$ cat src/rtl/soc_nvram_dma.sv
// soc_nvram_dma: word-copy engine for the system memory port protocol.
// Copies word_count 32-bit words from a source responder (combinational
// read) to a destination responder (write on clock edge), 2 cycles per word.
module soc_nvram_dma #(
    parameter int unsigned DATA_WIDTH  = 32,
    parameter int unsigned COUNT_WIDTH = 16
) (
    input  logic                   clk,
    input  logic                   rst,
    input  logic                   start,
    input  logic [31:0]            src_base,
    input  logic [31:0]            dst_base,
    input  logic [COUNT_WIDTH-1:0] word_count,
    input  logic                   abort,
    output logic [31:0]            src_addr,
    input  logic [DATA_WIDTH-1:0]  src_data,
    output logic                   dst_we,
    output logic [31:0]            dst_addr,
    output logic [DATA_WIDTH-1:0]  dst_data,
    output logic                   busy,
    output logic                   done,
    output logic                   aborted,
    output logic [COUNT_WIDTH-1:0] words_done
);

    typedef enum logic [1:0] {
        S_IDLE,
        S_READ,
        S_WRITE,
        S_DONE
    } state_t;

    state_t                 state_q, state_d;
    logic [31:0]            src_ptr_q, src_ptr_d;
    logic [31:0]            dst_ptr_q, dst_ptr_d;
    logic [COUNT_WIDTH-1:0] remaining_q, remaining_d;
    logic [31:0]            dst_addr_q, dst_addr_d;
    logic [DATA_WIDTH-1:0]  dst_data_q, dst_data_d;
    logic [COUNT_WIDTH-1:0] words_done_q, words_done_d;
    logic                   aborted_q, aborted_d;

    // Byte-offset bits of the bases are forced to zero and never used.
    logic unused_base_lsbs;
    assign unused_base_lsbs = ^{src_base[1:0], dst_base[1:0]};

    // State and datapath registers; reset clears everything.
    always_ff @(posedge clk) begin
        if (rst) begin
            state_q      <= S_IDLE;
            src_ptr_q    <= '0;
            dst_ptr_q    <= '0;
            remaining_q  <= '0;
            dst_addr_q   <= '0;
            dst_data_q   <= '0;
            words_done_q <= '0;
            aborted_q    <= 1'b0;
        end else begin
            state_q      <= state_d;
            src_ptr_q    <= src_ptr_d;
            dst_ptr_q    <= dst_ptr_d;
            remaining_q  <= remaining_d;
            dst_addr_q   <= dst_addr_d;
            dst_data_q   <= dst_data_d;
            words_done_q <= words_done_d;
            aborted_q    <= aborted_d;
        end
    end

    // Next-state and datapath update logic.
    // The destination address/data registers are loaded on the READ->WRITE
    // edge, so they present the write in WRITE and hold it afterwards.
    always_comb begin
        state_d      = state_q;
        src_ptr_d    = src_ptr_q;
        dst_ptr_d    = dst_ptr_q;
        remaining_d  = remaining_q;
        dst_addr_d   = dst_addr_q;
        dst_data_d   = dst_data_q;
        words_done_d = words_done_q;
        aborted_d    = aborted_q;

        case (state_q)
            S_IDLE: begin
                if (start) begin
                    src_ptr_d    = {src_base[31:2], 2'b00};
                    dst_ptr_d    = {dst_base[31:2], 2'b00};
                    remaining_d  = word_count;
                    words_done_d = '0;
                    aborted_d    = 1'b0;
                    state_d      = (word_count != '0) ? S_READ : S_DONE;
                end
            end
            S_READ: begin
                if (abort) begin
                    aborted_d = 1'b1;
                    state_d   = S_DONE;
                end else begin
                    dst_data_d = src_data;
                    dst_addr_d = dst_ptr_q;
                    src_ptr_d  = src_ptr_q + 32'd4;
                    state_d    = S_WRITE;
                end
            end
            S_WRITE: begin
                dst_ptr_d    = dst_ptr_q + 32'd4;
                words_done_d = words_done_q + COUNT_WIDTH'(1);
                remaining_d  = remaining_q - COUNT_WIDTH'(1);
                if (abort) begin
                    aborted_d = 1'b1;
                    state_d   = S_DONE;
                end else if (remaining_q == COUNT_WIDTH'(1)) begin
                    state_d = S_DONE;
                end else begin
                    state_d = S_READ;
                end
            end
            S_DONE: begin
                state_d = S_IDLE;
            end
            default: begin
                state_d = S_IDLE;
            end
        endcase
    end

    assign src_addr   = (state_q == S_READ) ? src_ptr_q : '0;
    assign dst_we     = (state_q == S_WRITE);
    assign dst_addr   = dst_addr_q;
    assign dst_data   = dst_data_q;
    assign busy       = (state_q == S_READ) || (state_q == S_WRITE);
    assign done       = (state_q == S_DONE);
    assign aborted    = aborted_q;
    assign words_done = words_done_q;

endmodule

$ cat config.mk
export PLATFORM = sky130hd
export DESIGN_NAME = soc_nvram_dma
export DESIGN_NICKNAME = d
export VERILOG_FILES = /design/src/rtl/soc_nvram_dma.sv
export SDC_FILE = /design/constraint.sdc
export NUM_CORES = 1
export LEC_CHECK = 0
export ABC_CLOCK_PERIOD_IN_PS = 2500
export CORE_MARGIN = 4
export CORE_UTILIZATION = 40
export CTS_BUF_LIST = sky130_fd_sc_hd__clkbuf_16
export CTS_CLUSTER_SIZE = 16
export DETAILED_ROUTE_END_ITERATION = 6
export GPL_TIMING_DRIVEN = 0
export PLACE_DENSITY = 0.69
export SLEW_MARGIN = 20
export SYNTH_ARGS = -nofsm -noshare
export SYNTH_HDL_FRONTEND = slang
export SYNTH_SLANG_ARGS = --single-unit
$ cat constraint.sdc
create_clock -name clk -period 2.5 [get_ports clk]
set_input_delay 0.25 -clock clk [delete_from_list [all_inputs] [get_ports clk]]
set_output_delay 0.25 -clock clk [all_outputs]
set_load 0.02 [all_outputs]
* Word level (Yosys, flattened, before mapping)
Index checks and enable logic that the tools add are counted.
Cells by class: muxes and demuxes 19, bitwise logic cells 1, reductions and logical operators 11, equal/unequal tests 7, add/sub/neg operators 4
Operators with widths (count):
- $mux W32 | 4
- $pmux W32 S2 | 2
- $add A32 B3 Y32 const B | 2
- $pmux W16 S2 | 2
- $mux W16 | 2
- $add A16 B1 Y16 const B | 1
- $eq A16 B1 Y1 const B | 1
- $reduce_bool A16 Y1 | 1
- $sub A16 B1 Y16 const B | 1
- $mux W2 | 4
- $pmux W2 S4 | 1
- $reduce_and A3 Y1 | 2
- $reduce_bool A2 Y1 | 3
- $eq A2 B2 Y1 const B | 2
- $ne A2 B2 Y1 const B | 2
- $reduce_and A2 Y1 | 2
- $mux W1 | 3
- $eq A2 B1 Y1 const B | 1
- $logic_not A2 Y1 | 1
- $ne A2 B1 Y1 const B | 1
- $pmux W1 S2 | 1
- $reduce_or A2 Y1 | 1
- $logic_or A1 B1 Y1 | 1
- $not A1 Y1 | 1
Storage, ports and cells: input bits 116, flip-flop bits (word level) 163, word-level logic and storage cells 50

* Depth between registers and ports, before layout
Gate-level depths: netlist (run 1).
word-level depth 4, depth in mapped cells 10, mapped depth without buffers 7

* Worst setup path after synthesis (run 1)
Ideal clock, no wire load.
kind register to register, from reg state_q[0], to reg remaining_q[15], required time 2378 ps, data arrival time 2044 ps, path slack 334 ps, clock period less this slack 2166 ps, library setup time 122 ps, cell stages (with the launch flop) 9, cells stage by stage dfxtp_1 -> inv_1 -> ha_1 -> buf_1 -> clkinv_1 -> nor2_1 -> clkbuf_1 -> nor3_1 -> a311o_1
Between the ends: word-level cells in the longest chain between the ends 3, elaborated cells between the ends (all ways) 6
Ends and longest elaborated chain:
- start, declared | RTL line 33 | state_t state_q, state_d;
- start signal, assigned | RTL line 58 | state_q <= state_d;
- $eq A2 B2 Y1 *
- named net dst_we | RTL line 17 | output logic dst_we,
- $reduce_bool A2 Y1 (no source line)
- $reduce_and A2 Y1 (no source line)
- end signal, assigned | RTL line 61 | remaining_q <= remaining_d;
- end, declared | RTL line 36 | logic [COUNT_WIDTH-1:0] remaining_q, remaining_d;
Mark *: on every way through the listed nets, which the timed path passes. The rest lies on a longest branch. A chain may end at the register's enable or synchronous reset.

* Worst setup path in the final report (run 1)
from in rst, to reg src_ptr_q[9]
RTL lines:
- start, declared | RTL line 9 | input logic rst,
- end signal, assigned | RTL line 59 | src_ptr_q <= src_ptr_d;
- end, declared | RTL line 34 | logic [31:0] src_ptr_q, src_ptr_d;
No word-level cell between the ends.

==> results of run 1 <==
-- worst max-delay path, stage by stage --
cell	delay, ps
clkdlybuf4s50_1	540
clkbuf_1	450
clkbuf_1	730
clkbuf_1	650
a21oi_1	90
-- cell type report --
class / instances / share of cell area [%]
buffer: 79 / 3.44
clock buffer: 17 / 3.81
clock inverter: 15 / 1.50
inverter: 14 / 0.482
multi-input combinational: 793 / 40.1
sequential: 157 / 28.2
tap: 265 / 2.97
timing repair buffer: 227 / 19.6
-- cell usage after synthesis, drive strengths merged (8+ instances only) --
cell type    n  area share (%)
nor3        34             2.3
or3          9            0.71
nand4       23             1.8
and3        15             1.2
xnor2        8            0.88
o22ai       19             1.5
clkbuf      67             3.2
nor2        77             3.6
nand2      189             9.0
and2        29             2.3
a21oi      122             7.7
a211oi      29             2.8
o21ai       43             2.7
nand3       35             2.4
and4        11             1.2
a311oi       9            0.99
nor4        21             1.8
ha           9             1.4
dfxtp      157              40
inv         13            0.62
mux2i       15             1.9
buf         13            0.88
-- cell families after synthesis --
logic type	after synthesis	synth area share [%]
DFF	157	39.6
other	1	0.0473
adders and majority gates	9	1.42
muxes	17	2.18
and+or+nand+nor	465	28.3
buffers and inverters	94	4.73
AOI/OAI and AO/OA	284	22.1
xor gates and xnor gates	14	1.55
-- per-layer routing --
| layer | vias up | global-route usage, % |
|---|---|---|
| met5 | - | 0 |
| met4 | 0 | 7.96 |
| met3 | 45 | 6.14 |
| met2 | 455 | 38.6 |
| met1 | 4070 | 36.9 |
| li1 | 4241 | - |
-- what timing repair did --
action	4_1_cts	5_1_grt
hold buffers	0	0
resized for setup	61	67
endpoints found under the setup margin	169	104
hold endpoints to repair	0	0
setup buffers	0	4
pin swaps	0	4
-- worst min path at each step --
stage,start,to,slack (ps)
after floorplan,src_data[0],dst_data[0]$_SDFFE_PP0P_,390
after global placement,dst_data[15]$_SDFFE_PP0P_,dst_data[15]$_SDFFE_PP0P_,440
after detailed placement,dst_data[18]$_SDFFE_PP0P_,dst_data[18]$_SDFFE_PP0P_,450
after CTS,src_data[22],dst_data[22]$_SDFFE_PP0P_,340
after global routing,src_data[30],dst_data[30]$_SDFFE_PP0P_,360
final,src_data[21],dst_data[21]$_SDFFE_PP0P_,360
-- report_power, final --
part           leakage (nW)  switching, mW  internal (mW)
combinational          2.47           3.36           2.03
sequential             1.28          0.763           3.16
clock                 0.286           1.22           1.43
total                  4.04           5.34           6.62
-- state kept, by name, summed over array words and instances, names as in the netlist --
name	count
src_ptr_q	30
dst_ptr_q	30
dst_data	32
dst_addr	30
remaining_q	16
words_done	16
state_q	2
aborted	1
==> metrics.cfg, run 1 <==
[yosys]
ys_ff_latch=157
avgSynthCellArea_sq_um=7.62
synthesis.area_sq_um=7930
synthFlopType=dfxtp_1
synthCells=1041
synthArstFlopShare_pct=0
synth.distinct_cells=67
synth_edf_count=0
ys_seq_area_share_pct=39.6
yosys_warnings=0

[layout]
fin_area_sq_um=11200
area_growth_pct=40.8
layout-drive-gt1-share_pct=8.91
n_fill_cell=1831
finalNetCount=1414
final_cell_mix=clkdlybuf4s50_1, nand2_1, dfxtp_1
register_area_sq_um=3140
n_antenna_cell=0
fin_cells=1567
final_common_cell=clkdlybuf4s50_1
multi_input_area_sq_um=4480
final_core_util_pct=57.4

[detailed_routing]
routed_wl_mm=29.4
dr.first_iter.drc_count=864
vias_per_cell=5.62
dr_wl_met2_mm=13.0
drtPass1Iterations=5
drt-met1-wl_mm=12.8
top_layer=met4
antenna_left=0
wl_met3_mm=2.95
drc=0
wl_per_cell_um=18.8
num_vias=8811

[setup_path]
crit_path_end=src_ptr_q[9]$_SDFFE_PP0P_
setup.worst_path.class=in2reg
crit_start=rst
worst-r2r-setup-slack_ps=100
worst-path-max-fanout=10
arrival_ps=2720
worstSetupStartpointType=input pin
cp-end-kind=flip-flop
timing.rr.start=state_q[0]$_SDFFE_PP0N_
reg2regPathDepth=7
cp.required_ps=2780
r2r_end=dst_ptr_q[29]$_SDFFE_PP0P_

[clock_network]
numCtsBuffers=17
clock-sinks=157
htreeDepth=4
cts_tree=yes
root_buffer=clkbuf_16
clk_pin_slew_ps=70
max-clock-path-buffers=2
insertion_delay_ps=440

[min_path]
worst_hold_path_type=in2reg
whs_path_depth=3

[power_and_ir_drop]
vdd_drop_max_mv=0.625
powerDensity_nw_per_um2=1070
p_leak_nw=4.04
finalPower_mw=12.0

[timing]
max_freq_mhz=409
fin_ws_ps=55.4
report.final.slew_viol_count=0
max_slew.worst_pin.slew_ps=893
relSlewSlack_pct=40.5
hold_slack_ps=358
fin_crit_ps=2440
finalHoldViolCount=0
setup_tns_ps=0
grt_setup_unrepaired=true
min_period_over_period_pct=97.8
finClkSkew_ps=15.2
finalSetupViolCount=0

[floorplanning]
dieArea_sq_um=22200
fp.dieH_um=149
start_util_pct=40.8
num_rows=51
core_sq_um=19500
fp.dieW_um=149
io_pins=232

[global_route]
overflow=0
grt_pass1_wl_mm=44.9
antenna_found_initial=0
grt_use_total_pct=25.8
grt_max_degree=18
first_global_vias=7913

[placed_design]
dpl_cell_area_sq_um=10500
port-buffer-count=223
dp_slack_ps=-649
dp_hpwl_mm=21.5
dp.cells=1532
place.gp.congestion=0.969

[run]
max_cap_violations=0

[status]
outcome=completed

No activity file was read; power rests on OpenSTA's default activity.
==> run 2, diff against run 1 <==
Settings changed: CORE_UTILIZATION 40 to 48, PLACE_DENSITY 0.69 to 0.81.
==> run 2 against run 1 <==
Against the previous run: clock power fell by 9.4%; power is 1.9% lower; flip-flop and latch count unchanged; largest cell class unchanged; largest power group unchanged.
==> metrics.cfg, run 2 (same netlist as run 1, synthesis figures left out) <==
[status]
outcome=completed

[setup_path]
reg2regPathDepth=8
timing.rr.start=state_q[0]$_SDFFE_PP0N_
slowest_delay_ps=360
worst-r2r-setup-slack_ps=90
worst-path-max-fanout=10
crit_start=state_q[0]$_SDFFE_PP0N_
r2r_end=remaining_q[15]$_SDFFE_PP0P_
setup.worst_path.class=reg2reg
critPathBufInv=4
cp_top_family=buffers and inverters
arrival_ps=2730
cp_slowest_cell=ha_1
cp-end-kind=flip-flop
path_cells=inv_1 -> ha_1 -> clkbuf_2 -> clkinv_2 -> nor2_1 -> buf_2 -> nor3_1 -> a311o_1
cp.required_ps=2810
worstSetupStartpointType=flip-flop

[detailed_routing]
dr.first_iter.drc_count=1232
routed_wl_mm=28.9
antenna_left=0
num_vias=9150
wl_per_cell_um=19.0
drc=0
drtPass1Iterations=7
vias_per_cell=6.02

[timing]
min_period_over_period_pct=96.5
finClkSkew_ps=8.71
finalSetupViolCount=0
relSlewSlack_pct=38.6
setup_tns_ps=0
report.final.slew_viol_count=0
max_slew.worst_pin.slew_ps=913
max_freq_mhz=414
fin_crit_ps=2410
finalHoldViolCount=0

[power_and_ir_drop]
powerDensity_nw_per_um2=1060
vdd_drop_max_mv=0.944
p_leak_nw=4.00

[layout]
area_growth_pct=39.2
n_antenna_cell=0
finalNetCount=1415
final_common_cell=clkdlybuf4s50_1
register_area_sq_um=3140
multi_input_area_sq_um=4480
layout-drive-gt1-share_pct=8.75
largest_reg_flops=32
final_cell_mix=clkdlybuf4s50_1, nand2_1, dfxtp_1
final_core_util_pct=68.8
n_fill_cell=1352
fin_cells=1519

[floorplanning]
dieArea_sq_um=18700
io_pins=232
core_sq_um=16100
fp.dieW_um=137
num_rows=46
fp.dieH_um=137
start_util_pct=49.4

[clock_network]
clk_pin_slew_ps=60
insertion_delay_ps=430
cts_tree=yes
htreeDepth=4
numCtsBuffers=17
root_buffer=clkbuf_16
clock-sinks=157
max-clock-path-buffers=2

[placed_design]
port-buffer-count=223
dp_hpwl_mm=21.1
dp.cells=1483
place.gp.congestion=0.996

[global_route]
busiest_layer=met2
met2_usage_pct=45.4
grt_pass1_wl_mm=44.0
grt_use_total_pct=29.9
first_global_vias=8371
antenna_found_initial=0
met1_usage_pct=41.0
overflow=0
grt_max_degree=17
global_route.usage.met3_pct=7.21

[run]
max_cap_violations=0

[min_path]
hold_end=dst_data[18]$_SDFFE_PP0P_
whs_path_depth=3
worst_hold_path_type=in2reg
min_from=src_data[18]

-- run 2: cell types whose count changed in the layout (fill, tap and decap cells not counted), sizes merged --
cell           previous run  this run
clkbuf                   99       100
bufinv                    1         0
clkdlybuf4s15             2         0
clkinv                    3         6
inv                      23        20
clkinvlp                  2         3
clkdlybuf4s50           195       196
buf                      19        21
dlymetal6s2s              5         4
-- run 2: metrics by stage --
step / setup WS (ps) / hold slack [ps] / power [mW] / instance area (sq um)
after detailed placement: -573 / 446 / 9.01 / 10400
after global placement: -550 / 441 / 8.91 / 10400
after global routing: -12.0 / 378 / 12.3 / 11000
after floorplan: 334 / 386 / 7.05 / 7950
after CTS: 1.97 / 365 / 11.4 / 11000
final: 86.6 / 371 / 11.7 / 11000
-- run 2: what timing repair did --
action | 4_1_cts | 5_1_grt
hold buffers | 0 | 0
endpoints found under the setup margin | 169 | 165
cloned | 0 | 0
pin swaps | 0 | 3
setup buffers | 0 | 6
resized for setup | 52 | 77
-- run 2: worst max-delay path by stage --
stage / end / cells past startpoint
after floorplan: remaining_q[15]$_SDFFE_PP0P_ / 8
after global placement: src_addr[29] / 7
after detailed placement: src_addr[29] / 7
after CTS: src_addr[30] / 7
after global routing: src_addr[9] / 7
final: remaining_q[15]$_SDFFE_PP0P_ / 8
-- run 2: area by class of cell --
class	count	area share (%)
Buffer	78	3.40
Clock buffer	17	3.85
Clock inverter	15	1.03
Inverter	14	0.487
Multi-Input combinational cell	793	40.5
Sequential cell	157	28.5
Tap cell	216	2.45
Timing Repair Buffer	229	19.8
-- run 2: worst min-delay path: cells and delay by family --
family / cells / cell delay [ps]
AO/OA/AOI/OAI: 1 / 50
buffers and inverters: 1 / 400
AND/OR/NAND/NOR: 1 / 50
-- run 2: layer usage --
| layer | wire, um | up-vias | share of wire, % |
|---|---|---|---|
| met5 | 0 | - | 0 |
| met4 | 993 | 0 | 3.4 |
| met3 | 3430 | 93 | 12 |
| met2 | 12800 | 573 | 44 |
| met1 | 11700 | 4236 | 40 |
| li1 | - | 4248 | - |
-- run 2: report_power, final --
part	switching (mW)	leakage, nW	internal (mW)	total, mW
Clock	1.12	0.261	1.28	2.40
Combinational	3.36	2.46	2.04	5.40
Sequential	0.775	1.28	3.16	3.94
Total	5.25	4.00	6.49	11.7
